## config.mk

```make
export PLATFORM = sky130hd
export DESIGN_NAME = axil_cmd_master
export DESIGN_NICKNAME = d
export VERILOG_FILES = /design/src/rtl/axil_cmd_master_pkg.sv /design/src/rtl/axil_cmd_master.sv
export SDC_FILE = /design/constraint.sdc
export NUM_CORES = 1
export LEC_CHECK = 0
export BUFFER_PORTS_ARGS = -buffer_cell sky130_fd_sc_hd__buf_2
export CAP_MARGIN = 15
export CORE_MARGIN = 2
export CORE_UTILIZATION = 35
export CTS_CLUSTER_DIAMETER = 80
export CTS_CLUSTER_SIZE = 20
export DETAILED_ROUTE_END_ITERATION = 7
export PLACE_DENSITY_LB_ADDON = 0.08
export SYNTH_ARGS = -nofsm -noshare
export SYNTH_HDL_FRONTEND = slang
export SYNTH_SLANG_ARGS = --single-unit
```

## constraint.sdc

```tcl
create_clock -name aclk -period 2.7 [get_ports aclk]
set_input_delay 0.81 -clock aclk [delete_from_list [all_inputs] [get_ports aclk]]
set_output_delay 0.81 -clock aclk [all_outputs]
set_load 0.01 [all_outputs]
```

## src/rtl/axil_cmd_master_pkg.sv

```systemverilog
// Shared definitions for axil_cmd_master: FSM encodings, AXI response codes,
// default watchdog limit and the captured-response record.
package axil_cmd_master_pkg;

  localparam int unsigned DATA_W             = 32;
  localparam int unsigned TIMEOUT_CYCLES_DEF = 1024;

  localparam logic [2:0] ST_IDLE = 3'd0;
  localparam logic [2:0] ST_WR   = 3'd1;
  localparam logic [2:0] ST_WB   = 3'd2;
  localparam logic [2:0] ST_RA   = 3'd3;
  localparam logic [2:0] ST_RD   = 3'd4;
  localparam logic [2:0] ST_RSP  = 3'd5;

  typedef enum logic [1:0] {
    RESP_OKAY   = 2'b00,
    RESP_EXOKAY = 2'b01,
    RESP_SLVERR = 2'b10,
    RESP_DECERR = 2'b11
  } resp_e;

  typedef struct packed {
    logic [DATA_W-1:0] rdata;
    logic [1:0]        resp;
    logic              timeout;
  } rsp_t;

endpackage

```

## src/rtl/axil_cmd_master.sv

```systemverilog
// AXI4-Lite single-outstanding command master: turns one command at a time
// into an AW/W/B or AR/R sequence and returns the captured response.
// Optional watchdog enabled by defining AXIL_CMD_MASTER_TIMEOUT_EN.
module axil_cmd_master
  import axil_cmd_master_pkg::*;
#(
  parameter int unsigned ADDR_WIDTH     = 5,
  parameter int unsigned TIMEOUT_CYCLES = TIMEOUT_CYCLES_DEF
) (
  input  logic                  aclk,
  input  logic                  aresetn,
  input  logic                  cmd_valid,
  output logic                  cmd_ready,
  input  logic                  cmd_write,
  input  logic [ADDR_WIDTH-1:0] cmd_addr,
  input  logic [DATA_W-1:0]     cmd_wdata,
  output logic                  rsp_valid,
  input  logic                  rsp_ready,
  output logic [DATA_W-1:0]     rsp_rdata,
  output logic [1:0]            rsp_resp,
  output logic                  rsp_timeout,
  output logic [ADDR_WIDTH-1:0] awaddr,
  output logic [2:0]            awprot,
  output logic                  awvalid,
  input  logic                  awready,
  output logic [DATA_W-1:0]     wdata,
  output logic [3:0]            wstrb,
  output logic                  wvalid,
  input  logic                  wready,
  input  logic [1:0]            bresp,
  input  logic                  bvalid,
  output logic                  bready,
  output logic [ADDR_WIDTH-1:0] araddr,
  output logic [2:0]            arprot,
  output logic                  arvalid,
  input  logic                  arready,
  input  logic [DATA_W-1:0]     rdata,
  input  logic [1:0]            rresp,
  input  logic                  rvalid,
  output logic                  rready
);

  logic [2:0]            state_q,     state_d;
  logic                  cmd_ready_q, cmd_ready_d;
  logic                  awvalid_q,   awvalid_d;
  logic                  wvalid_q,    wvalid_d;
  logic                  bready_q,    bready_d;
  logic                  arvalid_q,   arvalid_d;
  logic                  rready_q,    rready_d;
  logic                  rsp_valid_q, rsp_valid_d;
  logic [ADDR_WIDTH-1:0] addr_q,      addr_d;
  logic [DATA_W-1:0]     wdata_q,     wdata_d;
  rsp_t                  rsp_q,       rsp_d;
  logic                  aw_ok_c,     w_ok_c;

`ifdef AXIL_CMD_MASTER_TIMEOUT_EN
  localparam int unsigned CNT_W = $clog2(TIMEOUT_CYCLES + 1);

  logic [CNT_W-1:0] to_cnt_q;
  logic             busy_c;
  logic             to_hit_c;

  assign busy_c   = (state_q == ST_WR) || (state_q == ST_WB) ||
                    (state_q == ST_RA) || (state_q == ST_RD);
  assign to_hit_c = busy_c && (to_cnt_q == CNT_W'(TIMEOUT_CYCLES - 1));

  // Watchdog: counts cycles spent waiting on the slave, cleared whenever idle.
  always_ff @(posedge aclk or negedge aresetn) begin
    if (!aresetn) begin
      to_cnt_q <= '0;
    end else if (!busy_c) begin
      to_cnt_q <= '0;
    end else if (!to_hit_c) begin
      to_cnt_q <= to_cnt_q + CNT_W'(1);
    end
  end
`else
  logic unused_timeout_cfg;
  assign unused_timeout_cfg = ^TIMEOUT_CYCLES;
`endif

  // Next-state and next-output logic; every output is a register fed from here.
  always_comb begin
    state_d     = state_q;
    awvalid_d   = awvalid_q;
    wvalid_d    = wvalid_q;
    bready_d    = bready_q;
    arvalid_d   = arvalid_q;
    rready_d    = rready_q;
    rsp_valid_d = rsp_valid_q;
    addr_d      = addr_q;
    wdata_d     = wdata_q;
    rsp_d       = rsp_q;
    aw_ok_c     = 1'b0;
    w_ok_c      = 1'b0;

    case (state_q)
      ST_IDLE: begin
        if (cmd_valid && cmd_ready_q) begin
          addr_d  = cmd_addr;
          wdata_d = cmd_wdata;
          if (cmd_write) begin
            state_d   = ST_WR;
            awvalid_d = 1'b1;
            wvalid_d  = 1'b1;
          end else begin
            state_d   = ST_RA;
            arvalid_d = 1'b1;
          end
        end
      end
      ST_WR: begin
        // A channel already dropped its valid once its handshake completed.
        aw_ok_c = !awvalid_q || awready;
        w_ok_c  = !wvalid_q || wready;
        if (awvalid_q && awready) awvalid_d = 1'b0;
        if (wvalid_q && wready)   wvalid_d  = 1'b0;
        if (aw_ok_c && w_ok_c) begin
          state_d  = ST_WB;
          bready_d = 1'b1;
        end
      end
      ST_WB: begin
        if (bvalid && bready_q) begin
          bready_d    = 1'b0;
          rsp_d       = '{rdata: '0, resp: bresp, timeout: 1'b0};
          rsp_valid_d = 1'b1;
          state_d     = ST_RSP;
        end
      end
      ST_RA: begin
        if (arvalid_q && arready) begin
          arvalid_d = 1'b0;
          rready_d  = 1'b1;
          state_d   = ST_RD;
        end
      end
      ST_RD: begin
        if (rvalid && rready_q) begin
          rready_d    = 1'b0;
          rsp_d       = '{rdata: rdata, resp: rresp, timeout: 1'b0};
          rsp_valid_d = 1'b1;
          state_d     = ST_RSP;
        end
      end
      ST_RSP: begin
        if (rsp_valid_q && rsp_ready) begin
          rsp_valid_d = 1'b0;
          state_d     = ST_IDLE;
        end
      end
      default: begin
        state_d = ST_IDLE;
      end
    endcase

`ifdef AXIL_CMD_MASTER_TIMEOUT_EN
    // Abandon the transaction: release every channel and report SLVERR.
    if (to_hit_c) begin
      awvalid_d   = 1'b0;
      wvalid_d    = 1'b0;
      bready_d    = 1'b0;
      arvalid_d   = 1'b0;
      rready_d    = 1'b0;
      rsp_d       = '{rdata: '0, resp: RESP_SLVERR, timeout: 1'b1};
      rsp_valid_d = 1'b1;
      state_d     = ST_RSP;
    end
`endif

    cmd_ready_d = (state_d == ST_IDLE);
  end

  // State and output registers.
  always_ff @(posedge aclk or negedge aresetn) begin
    if (!aresetn) begin
      state_q     <= ST_IDLE;
      cmd_ready_q <= 1'b0;
      awvalid_q   <= 1'b0;
      wvalid_q    <= 1'b0;
      bready_q    <= 1'b0;
      arvalid_q   <= 1'b0;
      rready_q    <= 1'b0;
      rsp_valid_q <= 1'b0;
      addr_q      <= '0;
      wdata_q     <= '0;
      rsp_q       <= '{rdata: '0, resp: RESP_OKAY, timeout: 1'b0};
    end else begin
      state_q     <= state_d;
      cmd_ready_q <= cmd_ready_d;
      awvalid_q   <= awvalid_d;
      wvalid_q    <= wvalid_d;
      bready_q    <= bready_d;
      arvalid_q   <= arvalid_d;
      rready_q    <= rready_d;
      rsp_valid_q <= rsp_valid_d;
      addr_q      <= addr_d;
      wdata_q     <= wdata_d;
      rsp_q       <= rsp_d;
    end
  end

  assign cmd_ready   = cmd_ready_q;
  assign rsp_valid   = rsp_valid_q;
  assign rsp_rdata   = rsp_q.rdata;
  assign rsp_resp    = rsp_q.resp;
  assign rsp_timeout = rsp_q.timeout;
  assign awaddr      = addr_q;
  assign awprot      = 3'b000;
  assign awvalid     = awvalid_q;
  assign wdata       = wdata_q;
  assign wstrb       = 4'hF;
  assign wvalid      = wvalid_q;
  assign bready      = bready_q;
  assign araddr      = addr_q;
  assign arprot      = 3'b000;
  assign arvalid     = arvalid_q;
  assign rready      = rready_q;

endmodule

```

==> impl_metrics.yaml <==
die:
  fp.dieArea_mm2: 0.0102
  die_y_um: 101
  fp-row-count: 35
  start_util: 0.360
  die_w_um: 101
  core_mm2: 0.00920
  io_pins: 177
timing:
  slew_headroom: 0.656
  hold_ws_ps: 425
  hold_viol: 0
  setup_viol: 0
  tightest_slew_ps: 516
  finalCriticalPeriod_ps: 1930
  drv_slew: 0
  tns_ps: 0
  fin_skew_ps: 8.12
  rsz0062_at_grt: "false"
  fin_crit_sh: 0.713
  fmax_mhz: 519
cts:
  clk_pin_slew_ps: 90
  h-tree-depth: 3
  cts_tree: "done"
  cts_buffers: 9
  root_buffer: "clkbuf_8"
  clock_sinks: 81
  ctsResizeCount: 0
  holdBufCountCts: 0
  post_cts_buffers: 0
  clock_latency_ps: 350
  cts.path.max_buffers: 2
synth:
  synth_cell_types: 36
  synthesis.area_mm2: 0.00331
  yosysSeqAreaShare: 0.612
  synth_edf_count: 0
  ys_ff_latch: 81
  yosys_warnings: 0
  syn_inst: 237
  dominantRegCellSynth: "dfrtp_1"
  avgSynthCellArea_um2: 14.0
  synth-async-reset-ratio: 1.00
status:
  status: "completed"
critical_path:
  worstSetupPathType: "reg2reg"
  worstSetupStartpointType: "flop"
  cp-startpoint: "state_q[2]"
  r2r_start: "state_q[2]"
  cp_max_fo: 33
  crit_required_ps: 2990
  cp.arrival_ps: 2210
  cp-end-kind: "flop"
global_routing:
  grt_max_degree: 43
  antenna_found_initial: 0
  grt_overflow: 0
  grt_pass1_vias: 2409
  grt_pass1_wl_mm: 11.8
  globalRouteTotalUtil: 0.147
min_path:
  hold_class: "in2async"
routing:
  vias: 2389
  drt_wl_total_mm: 7.36
  viasPerCell: 4.67
  dr.pass1.iters: 4
  drtIter0Drc: 84
  drc_errors: 0
  ant_nets: 0
  avgRoutedWirePerCell_um: 14.4
cells_and_area:
  drive_gt1_frac: 0.474
  post-route-util: 0.472
  final_common_cell: "buf_2"
  layout_common_cells: "buf_2, dfrtp_1, mux2_1"
  nFillCells: 891
  flow.area_growth_from_synthesis_pct: 31.1
  insertedDiodeCount: 0
  nNetsFinal: 479
pwr:
  power-per-cell-area_mw_per_mm2: 486
  ir_worst_vdd_mv: 0.195
  total_power_w: 0.00211
  p_leak_nw: 2.53
placed_design:
  dp_hpwl_mm: 5.34
  port_buffers: 165
  gp_congestion: 0.730
run:
  maxCapViolCount: 0
==> synthesized netlist by cell type, drive strengths merged (2+ instances only) <==
cell type	count	area [um2]
a31oi	2	12.5
o21ai	5	25.0
nor2b	4	25.0
buf	30	225
dfrtp	81	2030
inv	4	15.0
conb	2	7.51
mux2i	2	20.0
and3b	2	17.5
mux2	37	417
nand3	4	20.0
nor3	3	20.0
nand2	8	30.0
a22o	35	307
==> metrics by stage <==
stage	std cells	setup WS (ps)	cell area, um2
2_1_floorplan	246	915	3340
3_3_place_gp	496	736	4160
3_5_place_dp	496	672	4160
4_1_cts	512	749	4340
5_1_grt	512	592	4340
6_report	512	774	4340
==> power breakdown <==
| part | switching (W) | internal, W | total [W] |
|---|---|---|---|
| sequential | 0 | 0.00121 | 0.00121 |
| combinational | 0.0000502 | 0.0000464 | 0.0000965 |
| clock | 0.000458 | 0.000341 | 0.000799 |
| total | 0.000508 | 0.00160 | 0.00211 |
==> layer usage <==
layer  global-route usage  part of all wire  routed length [um]
met1                0.194              0.45                3340
met5                    0                 0                   0
met2                0.230              0.46                3400
met3               0.0490             0.073                 538
met4               0.0437             0.010                  75
==> sequential cells by signal, summed over array words and instances (netlist names) <==
name       count
rsp_resp       2
rready         1
bready         1
awvalid        1
arvalid        1
state_q        3
wdata         32
rsp_valid      1
cmd_ready      1
wvalid         1
rsp_rdata     32
araddr         5
==> cell type report <==
type	count	area (um2)	share of cell area
Inverter	4	15.0	0.00346
Tap cell	111	139	0.0320
Timing Repair Buffer	170	891	0.205
Clock inverter	7	53.8	0.0124
Sequential cell	81	2030	0.467
Multi-Input combinational cell	130	1090	0.251
Clock buffer	9	124	0.0286
==> critical path, cell delays in order, from the launching register on <==
cell and delay, ps:
dfrtp_1 620, nor3b_2 480, and3_1 220, buf_4 330, a22o_1 210
==> final timing paths <==
kind                            slack, ps             to  cells past startpoint
worst min-delay path                  430      wdata[18]                      1
min in group aclk                     490       wdata[2]                      1
worst min register to register        490       wdata[2]                      1
worst max register to register        770  rsp_rdata[27]                      4
max in group asynchronous            1670  rsp_rdata[28]                      2
worst max-delay path                  770  rsp_rdata[27]                      4
==> cell families after synthesis <==
group                  synth area share
AOI/OAI and AO/OA                 0.124
buffers and inverters            0.0737
DFF                               0.612
muxes                             0.132
other                           0.00227
and+or+nand+nor                  0.0560
No activity file was read; power rests on OpenSTA's default activity.
